$ cat config.mk
export PLATFORM = sky130hd
export DESIGN_NAME = uart_tx
export DESIGN_NICKNAME = d
export VERILOG_FILES = /design/src/rtl/uart_pkg.sv /design/src/rtl/uart_bit_timer.sv /design/src/rtl/uart_tx.sv
export SDC_FILE = /design/constraint.sdc
export NUM_CORES = 1
export LEC_CHECK = 0
export ABC_AREA = 1
export ABC_CLOCK_PERIOD_IN_PS = 2700
export BUFFER_PORTS_ARGS = -buffer_cell sky130_fd_sc_hd__buf_4
export CAP_MARGIN = 40
export CORE_MARGIN = 1
export CORE_UTILIZATION = 40
export DETAILED_ROUTE_END_ITERATION = 8
export GPL_TIMING_DRIVEN = 0
export MAX_ROUTING_LAYER = met4
export SKIP_LAST_GASP = 1
export SYNTH_ARGS = -nofsm -noshare
export SYNTH_HDL_FRONTEND = slang
export SYNTH_HIERARCHICAL = 1
export SYNTH_SLANG_ARGS = --single-unit
$ cat constraint.sdc
create_clock -name clk -period 2.7 [get_ports clk]
set_input_delay 0.675 -clock clk [delete_from_list [all_inputs] [get_ports clk]]
set_output_delay 0.675 -clock clk [all_outputs]
set_load 0.02 [all_outputs]
$ cat src/rtl/uart_pkg.sv
// Shared definitions for the UART transmitter/receiver pair: line-format enums,
// timer sizing and the bit-period helper both directions must agree on.
package uart_pkg;

    localparam int PRESCALE_W = 19;
    localparam int BIT_CNT_W  = 4;
    localparam int MAX_DATA_W = 9;

    typedef enum logic [1:0] {
        PARITY_NONE = 2'd0,
        PARITY_ODD  = 2'd1,
        PARITY_EVEN = 2'd2
    } parity_e;

    typedef enum logic [2:0] {
        TX_IDLE,
        TX_START,
        TX_DATA,
        TX_PARITY,
        TX_STOP
    } tx_state_e;

    // One bit lasts prescale*8 clk cycles; a 16-bit prescale fits exactly in 19 bits.
    function automatic logic [PRESCALE_W-1:0] bit_period(input logic [15:0] prescale);
        return {prescale, 3'b000};
    endfunction

    // Unused upper data bits are zero, so they never disturb the XOR.
    function automatic logic parity_bit(input logic [MAX_DATA_W-1:0] data, input parity_e mode);
        logic p;
        p = 1'b0;
        case (mode)
            PARITY_EVEN: p = ^data;
            PARITY_ODD:  p = ~^data;
            default:     p = 1'b0;
        endcase
        return p;
    endfunction

endpackage

$ cat src/rtl/uart_bit_timer.sv
// Loadable down-counter producing a one-cycle "done" indication when an enabled
// count reaches zero; shared bit-timing primitive for the UART blocks.
module uart_bit_timer
    import uart_pkg::*;
#(
    parameter int W = PRESCALE_W
) (
    input  logic         clk,
    input  logic         rst_n,
    input  logic         en,
    input  logic         load,
    input  logic [W-1:0] load_val,
    output logic         done
);

    logic [W-1:0] count_q;
    logic [W-1:0] count_d;

    always_comb begin
        count_d = count_q;
        if (load) begin
            count_d = load_val;
        end else if (en && (count_q != '0)) begin
            count_d = count_q - W'(1);
        end
    end

    assign done = en && (count_q == '0);

    always_ff @(posedge clk or negedge rst_n) begin
        if (!rst_n) begin
            count_q <= '0;
        end else begin
            count_q <= count_d;
        end
    end

endmodule

$ cat src/rtl/uart_tx.sv
// UART transmitter: accepts one word per valid/ready handshake and shifts out
// start, data (LSB first), optional parity and stop bits on a registered txd.
module uart_tx
    import uart_pkg::*;
#(
    parameter int DATA_WIDTH = 8,
    parameter int PRESCALE   = 500,
    parameter int PARITY     = 0,
    parameter int STOP_BITS  = 1
) (
    input  logic                  clk,
    input  logic                  rst_n,
    input  logic [DATA_WIDTH-1:0] tdata,
    input  logic                  tvalid,
    output logic                  tready,
    output logic                  txd,
    output logic                  busy
);

    generate
        if (DATA_WIDTH < 5 || DATA_WIDTH > MAX_DATA_W) begin : g_bad_data_width
            $fatal(1, "uart_tx: DATA_WIDTH must be 5..9");
        end
        if (PRESCALE < 1 || PRESCALE > 65535) begin : g_bad_prescale
            $fatal(1, "uart_tx: PRESCALE must be 1..65535");
        end
        if (PARITY < 0 || PARITY > 2) begin : g_bad_parity
            $fatal(1, "uart_tx: PARITY must be 0, 1 or 2");
        end
        if (STOP_BITS < 1 || STOP_BITS > 2) begin : g_bad_stop_bits
            $fatal(1, "uart_tx: STOP_BITS must be 1 or 2");
        end
    endgenerate

    localparam parity_e                PAR_MODE  = parity_e'(PARITY);
    localparam logic [PRESCALE_W-1:0]  BIT_LAST  = bit_period(16'(PRESCALE)) - 19'd1;
    localparam logic [BIT_CNT_W-1:0]   DATA_LAST = BIT_CNT_W'(DATA_WIDTH - 1);
    localparam logic [BIT_CNT_W-1:0]   STOP_LAST = BIT_CNT_W'(STOP_BITS - 1);

    tx_state_e               state_q,   state_d;
    logic                    txd_q,     txd_d;
    logic                    busy_q,    busy_d;
    logic                    tready_q,  tready_d;
    logic [DATA_WIDTH-1:0]   shift_q,   shift_d;
    logic                    par_q,     par_d;
    logic [BIT_CNT_W-1:0]    bit_cnt_q, bit_cnt_d;

    logic timer_load;
    logic timer_done;

    uart_bit_timer #(
        .W (PRESCALE_W)
    ) u_bit_timer (
        .clk      (clk),
        .rst_n    (rst_n),
        .en       (state_q != TX_IDLE),
        .load     (timer_load),
        .load_val (BIT_LAST),
        .done     (timer_done)
    );

    always_comb begin
        state_d    = state_q;
        txd_d      = txd_q;
        busy_d     = busy_q;
        tready_d   = tready_q;
        shift_d    = shift_q;
        par_d      = par_q;
        bit_cnt_d  = bit_cnt_q;
        timer_load = 1'b0;

        case (state_q)
            TX_IDLE: begin
                txd_d    = 1'b1;
                busy_d   = 1'b0;
                tready_d = 1'b1;
                if (tvalid && tready_q) begin
                    shift_d    = tdata;
                    par_d      = parity_bit(MAX_DATA_W'(tdata), PAR_MODE);
                    timer_load = 1'b1;
                    state_d    = TX_START;
                    txd_d      = 1'b0;
                    busy_d     = 1'b1;
                    tready_d   = 1'b0;
                end
            end

            TX_START: begin
                if (timer_done) begin
                    timer_load = 1'b1;
                    state_d    = TX_DATA;
                    txd_d      = shift_q[0];
                    shift_d    = shift_q >> 1;
                    bit_cnt_d  = DATA_LAST;
                end
            end

            // bit_cnt_q counts the data bits still to follow the one on the line.
            TX_DATA: begin
                if (timer_done) begin
                    timer_load = 1'b1;
                    if (bit_cnt_q != '0) begin
                        txd_d     = shift_q[0];
                        shift_d   = shift_q >> 1;
                        bit_cnt_d = bit_cnt_q - BIT_CNT_W'(1);
                    end else if (PAR_MODE != PARITY_NONE) begin
                        state_d = TX_PARITY;
                        txd_d   = par_q;
                    end else begin
                        state_d   = TX_STOP;
                        txd_d     = 1'b1;
                        bit_cnt_d = STOP_LAST;
                    end
                end
            end

            TX_PARITY: begin
                if (timer_done) begin
                    timer_load = 1'b1;
                    state_d    = TX_STOP;
                    txd_d      = 1'b1;
                    bit_cnt_d  = STOP_LAST;
                end
            end

            // The extra idle cycle after the last stop bit comes from IDLE itself.
            TX_STOP: begin
                if (timer_done) begin
                    if (bit_cnt_q != '0) begin
                        timer_load = 1'b1;
                        bit_cnt_d  = bit_cnt_q - BIT_CNT_W'(1);
                    end else begin
                        state_d  = TX_IDLE;
                        busy_d   = 1'b0;
                        tready_d = 1'b1;
                        txd_d    = 1'b1;
                    end
                end
            end

            default: begin
                state_d  = TX_IDLE;
                txd_d    = 1'b1;
                busy_d   = 1'b0;
                tready_d = 1'b0;
            end
        endcase
    end

    always_ff @(posedge clk or negedge rst_n) begin
        if (!rst_n) begin
            state_q   <= TX_IDLE;
            txd_q     <= 1'b1;
            busy_q    <= 1'b0;
            tready_q  <= 1'b0;
            shift_q   <= '0;
            par_q     <= 1'b0;
            bit_cnt_q <= '0;
        end else begin
            state_q   <= state_d;
            txd_q     <= txd_d;
            busy_q    <= busy_d;
            tready_q  <= tready_d;
            shift_q   <= shift_d;
            par_q     <= par_d;
            bit_cnt_q <= bit_cnt_d;
        end
    end

    assign txd    = txd_q;
    assign busy   = busy_q;
    assign tready = tready_q;

endmodule

==> metrics.txt, run 1 <==
reg2reg end=u_bit_timer/count_q[9]; Cells after Synth=around 390; drt first pass iters=4; Netlist cell types=28; Die ar.=approximately 6700 um^2; ratio of cells with drive above 1 in the final layout=0.130; crit path launch=u_bit_timer/count_q[0]; final wirelength=5900 um; post-route ant nets=0; Max clock buf depth=2; number of global-route vias before repair=approximately 2200; most used cell, CP=nand2_1; type of the most critical hold path=in -> async; largest net degree at the start of global routing=38; Mapped Area=between 2000 and 3000 um^2; Final Max Tran Viols=0; CP endpoint kind=register; period utilization=0.911; via count=around 2400; reg-to-reg startpoint=u_bit_timer/count_q[0]; Buf/Inv on CP=3; postcts setup bufs=0; Async S/R FF share, synth=1.00; Ys Warns=6; core area=between 6000 and 7000 um^2; post-route insts no fill=a little over 500; post-synthesis adder-cell area fraction=0.0147; GPL Wtd Cong=about 0.9; Buffers on Ports=13; simple-gate share of the synthesized area=0.477; Placed Cells incl. Taps=slightly below 500; total grt overflow=0; CP Max Fanout=10; final worst setup slack=roughly 0.24 ns; clock tree sinks=37; overall die width=about 82 um; Critical Path Sink=u_bit_timer/count_q[9]; length of routed wiring on met1=2850 um; reg2reg path depth=16; WP depth=16; Ports=14; Post-Layout Inst Area=2930 um^2; Clock transition at path regs=0.08 ns; family with the most delay on the worst path=simple AND/OR/NAND/NOR gates; Setup WS pre-CTS=-0.329 ns; root buffer cell=clkbuf_8; routed length per placed instance=11.7 um; Leak=0.00156 uW; Via-to-Cell Ratio=approximately 4.8; CP Data Required Time=roughly 2.9 ns; mux contribution to synthesized area=0; area grow syn2layout=14.9%; setup slack, reg-to-reg=0.24 ns; DR WL met3=approximately 200 um; gr usage total=0.205; Final HPWL DP=between 4000 and 5000 um; Starting Density=0.423; maximum vdd ir drop=~0.65 mV; syn_area_per_cell=between 6 and 7 um^2; XOR/XNOR Fraction of Synth Area=0.0240; H-tree Lvls=2; slowest stage delay, CP=between 0.4 and 0.5 ns; Worst Setup Start Kind=register; sequential-to-total area share from yosys stat=0.364; Sum Neg Setup Slack=0 ns; post-synthesis compound-gate area fraction=0.0535; fin crit period=2.46 ns; ys flop type=dfrtp_1; Worst EP arrival=2.64 ns; FMAX=0.407 GHz; die height=81.8 um; main combinational cell family by area after synthesis=simple AND/OR/NAND/NOR gates; Pwr Density=around 1200 nW/um^2; Yosys reg bits=37; Post-DP Area=2810 um^2; RSZ-0062 raised after global routing=no; MaxCap Viol Count=0; initial antenna violation count=0; top routing layer in use=met4; Placement Rows=28; CTS tree=yes; Num CTS Buffers=5; Post-route DRC=0; n_diodes=0; cells along the critical path=inv_2 > ha_4 > nand2_4 > nor2_4 > nand2_1 > nor2_1 > nand2_1 > nor2_4 > nand2_2 > nand2_2 > inv_1 > clkbuf_4 > nand3_1 > nand2_1 > nand2_1 > nand2_1; Critical-path top delay cell=dfrtp_1; final net count=443; Crit Path Class=reg -> reg; Worst-Skew Late Latency=approximately 0.29 ns; clk_skew=0.00549 ns; Post-synth EDFFs=0; final setup violation count=0; fin util=0.486; outcome=finished, final reports clean; first-pass GRT wire length=10100 um; met2 wire len=~2700 um; final-report hold violation count=0; Iter 0 DRT Violations=67
synth_stat cells (4+ instances only):
master	number	area (um^2)
clkbuf_1	4	15.0
dfrtp_1	36	901
inv_1	26	97.6
nand2_1	169	634
nand2_2	5	31.3
nand3_1	51	255
nor2_1	34	128
nor2_2	6	37.5
nor3_1	4	20.0
o21ai_0	20	100
o21ai_1	4	20.0
xor2_1	5	43.8
worst min-delay path by stage:
stage | cells after the start | end | from | slack [ns]
5_1_grt | 1 | bit_cnt_q[3] | rst_n | 0.36
6_report | 1 | state_q[2] | rst_n | 0.33
4_1_cts | 1 | state_q[2] | rst_n | 0.35
2_1_floorplan | 0 | bit_cnt_q[0] | rst_n | 0.38
3_3_place_gp | 2 | txd | txd | 0.45
3_5_place_dp | 2 | txd | txd | 0.46
per-stage QoR:
step                      hold WS [ns]  power [uW]
after global placement           0.455        2960
after CTS                        0.355        3430
final                            0.333        3420
after detailed placement         0.457        2990
after floorplan                  0.379        2510
after global routing             0.359        3770
worst register-to-register path: cells and delay by family, from the launching register on:
kind / cells / cell delay, ns
adder cells (fa/ha/maj): 1 / 0.19
buffers and inverters: 3 / 0.47
flip-flops: 1 / 0.41
AND/OR/NAND/NOR: 12 / 1.28
layout make-up:
class | instances | area, um^2
multi-input cells | 336 | 1550
clock inverters | 2 | 13.8
inverters | 28 | 108
plain buffers | 8 | 62.6
clock buffers | 6 | 82.6
well taps | 75 | 93.8
fillers | 652 | 3100
flip-flops and latches | 37 | 927
repair buffers | 13 | 97.6
power by group:
part	switching (uW)	internal, uW
Clock	210	207
Combinational	1270	704
Sequential	231	796
state kept, by name, indices dropped and copies added, names as in the netlist:
name,cells
bit_cnt_q,4
tready,1
txd,1
u_bit_timer/count_q,19
state_q,3
shift_q,8
busy,1
repair_timing:
action,CTS,global route
gates resized for setup,6,5
hold buffers,0,0
pin swaps,0,1
endpoints found under the setup margin,19,23
routing by layer:
layer,global-route usage,vias up
met5,-,-
met4,0.0614,0
met3,0.0467,8
met2,0.340,40
met1,0.247,1102
li1,-,1293
layout by cell type, fill, tap and decap left out:
master / count
clkbuf_1: 1
nor2_2: 6
clkbuf_2: 2
clkinv_2: 1
nand2_2: 6
ha_4: 1
nor2_1: 33
nor2_4: 4
buf_6: 3
nand3b_1: 1
or2_2: 2
inv_2: 2
nand3_1: 51
ha_1: 2
nand3_2: 1
nand4_1: 2
clkbuf_8: 6
nand2_1: 168
xor2_1: 5
nor3_1: 4
conb_1: 19
inv_1: 25
a21oi_2: 1
clkbuf_4: 1
o21ai_1: 4
o21bai_1: 1
nand2_4: 3
clkinv_4: 1
dfrtp_1: 36
inv_4: 1
xnor2_1: 2
dfstp_2: 1
o21ai_0: 20
buf_4: 14
cell families after synthesis:
family	Yosys count
AO/OA/AOI/OAI	26
XOR/XNOR	7
adder cells (fa/ha/maj)	3
buffers and inverters	36
flip-flops	37
other	2
AND/OR/NAND/NOR	281
No activity file was read; power rests on OpenSTA's default activity.
==> run 2, diff against run 1 <==
CORE_UTILIZATION = 50   (was 40)
MAX_ROUTING_LAYER = unset   (was met4)
PLACE_DENSITY = 0.67   (was unset)
==> run 2 against run 1 <==
Utilization rose by 12 points. Clock power rose by 22%. Clock skew increased by 0.00056 ns. Non-clock buffer count is the same. Routed wire length is 0.73% higher. Critical path type unchanged. Sequential power about the same. Cell area up 0.38%. Global-route usage is 4.4 points higher.
==> metrics.txt, run 2 (synthesis results as in run 1) <==
period utilization=0.911 (about the same); largest register by flop count=u_bit_timer/count_q (unchanged); final net count=443 (unchanged); area grow syn2layout=15.4% (was 14.9%); Largest register FFs=19 (unchanged); total grt overflow=0 (unchanged); clk_skew=0.00606 ns (was 0.00549 ns); Pwr Density=1200 nW/um^2 (was 1170 nW/um^2); FMAX=0.407 GHz (about the same); Starting Density=0.529 (was 0.423); CTS tree=yes (unchanged); number of global-route vias before repair=2223 (was 2246); Worst Setup Start Kind=register (unchanged); root buffer cell=clkbuf_8 (unchanged); commonest non-fill, non-tap cells in the layout=nand2_1 (168), nand3_1 (51), dfrtp_1 (36), nor2_1 (33), inv_1 (25) (unchanged); MaxCap Viol Count=0 (unchanged); WHS=0.340 ns (was 0.333 ns); first-pass GRT wire length=10200 um (was 10100 um); Crit Path Class=reg -> reg (unchanged); Register Area=927 um^2 (unchanged); Die ar.=5390 um^2 (was 6700 um^2); maximum vdd ir drop=0.593 mV (was 0.649 mV); multi-input logic area=1550 um^2 (unchanged); H-tree Lvls=2 (unchanged); Post-route DRC=0 (unchanged); routed length per placed instance=12.0 um (was 11.7 um); ratio of cells with drive above 1 in the final layout=0.130 (unchanged); Buffers on Ports=13 (unchanged); postcts setup bufs=0 (unchanged); Sum Neg Setup Slack=0 ns (unchanged); Worst-Skew Late Latency=0.30 ns (was 0.29 ns); CTS Hold Bufs=0 (unchanged); CP Max Fanout=10 (unchanged); most common cell after layout, fill and taps aside=nand2_1 (unchanged); core area=4820 um^2 (was 6030 um^2); n_diodes=0 (unchanged); via count=2460 (was 2443); Iter 0 DRT Violations=166 (was 67); gr usage total=0.249 (was 0.205); fillcell total=494 (was 652); Final Max Tran Viols=0 (unchanged); CP Data Required Time=2.89 ns (was 2.88 ns); outcome=finished, final reports clean (unchanged); Final HPWL DP=4330 um (was 4380 um); type of the most critical hold path=in -> async (unchanged); Placement Rows=25 (was 28); Num CTS Buffers=5 (unchanged); final wirelength=5940 um (was 5900 um); overall die width=73.4 um (was 81.8 um); initial antenna violation count=0 (unchanged); final setup violation count=0 (unchanged); final worst setup slack=0.240 ns (was 0.241 ns); Placed Cells incl. Taps=489 (was 497); post-route ant nets=0 (unchanged); Setup WS pre-CTS=-0.315 ns (was -0.329 ns); post-route insts no fill=497 (was 505); drt first pass iters=5 (was 4); die height=73.4 um (was 81.8 um); GPL Wtd Cong=0.829 (was 0.876); Via-to-Cell Ratio=4.95 (was 4.84); Max clock buf depth=2 (unchanged); Post-Layout Inst Area=2940 um^2 (was 2930 um^2); CP endpoint kind=register (unchanged); final-report hold violation count=0 (unchanged); RSZ-0062 raised after global routing=no (unchanged); Leak=0.00156 uW (about the same); top flop regs=u_bit_timer/count_q x19, shift_q x8, bit_cnt_q x4 (unchanged); Clock transition at path regs=0.08 ns (about the same); clock tree sinks=37 (unchanged); Ports=14 (unchanged); largest net degree at the start of global routing=38 (unchanged); Worst EP arrival=2.65 ns (was 2.64 ns); fin crit period=2.46 ns (about the same); Post-DP Area=2800 um^2 (was 2810 um^2)
[run 2: cell count changes in the layout (fill, tap and decap cells not counted)]
| cell | change |
|---|---|
| clkinv_4 | -1 |
| clkinv_2 | -1 |
| clkbuf_4 | -1 |
| clkinvlp_4 | +1 |
| buf_2 | +1 |
| bufinv_16 | +1 |
[run 2: timing repair]
item	in CTS	in global routing
pin swaps	0	1
endpoints found under the setup margin	19	29
gates cloned	0	0
gates resized for setup	6	4
[run 2: metrics by stage]
stage               utilization  power, uW
floorplan                     -       2510
global placement          0.580       2940
detailed placement        0.580       2980
CTS                       0.608       3520
global route              0.611       3910
finish                    0.611       3530
[run 2: final timing paths]
| path | startpoint | to | slack (ns) | cells past startpoint |
|---|---|---|---|---|
| worst min-delay path | rst_n | busy | 0.34 | 1 |
| min in group clk | txd | txd | 0.48 | 2 |
| worst min register to register | txd | txd | 0.48 | 2 |
| worst max register to register | u_bit_timer/count_q[0] | u_bit_timer/count_q[14] | 0.24 | 16 |
| worst max-delay path | u_bit_timer/count_q[0] | u_bit_timer/count_q[14] | 0.24 | 16 |
| max in group asynchronous | rst_n | txd | 2.01 | 1 |
[run 2: worst max-delay path, stage by stage (launching register included)]
cell and delay [ns]:
dfrtp_1 0.41, inv_2 0.12, ha_4 0.18, nand2_4 0.08, nor2_4 0.18, nand2_1 0.10, nor2_1 0.10, nand2_1 0.09
nor2_4 0.17, nand2_2 0.15, nand2_2 0.15, inv_1 0.12, buf_2 0.23, nand3_1 0.11, nand2_1 0.05, nand2_1 0.05
nand2_1 0.05
[run 2: area by class of cell]
cell class | count | area share
Sequential cell | 37 | 0.315
Clock buffer | 6 | 0.0281
Timing Repair Buffer | 13 | 0.0332
Inverter | 28 | 0.0366
Multi-Input combinational cell | 336 | 0.525
Clock inverter | 2 | 0.0128
Tap cell | 67 | 0.0285
Buffer | 8 | 0.0204
[run 2: power breakdown]
part | switching (uW) | total (uW) | internal (uW)
Clock | 209 | 509 | 300
Sequential | 227 | 1020 | 797
Combinational | 1290 | 2000 | 703
Total | 1730 | 3530 | 1800
[run 2: routing by layer]
metal  share of wire  GRT usage  up-vias
met1            0.50      0.366     1100
li1                -          -     1293
met5               0          0        -
met2            0.43      0.376       59
met3           0.056     0.0453        8
met4           0.012     0.0662        0
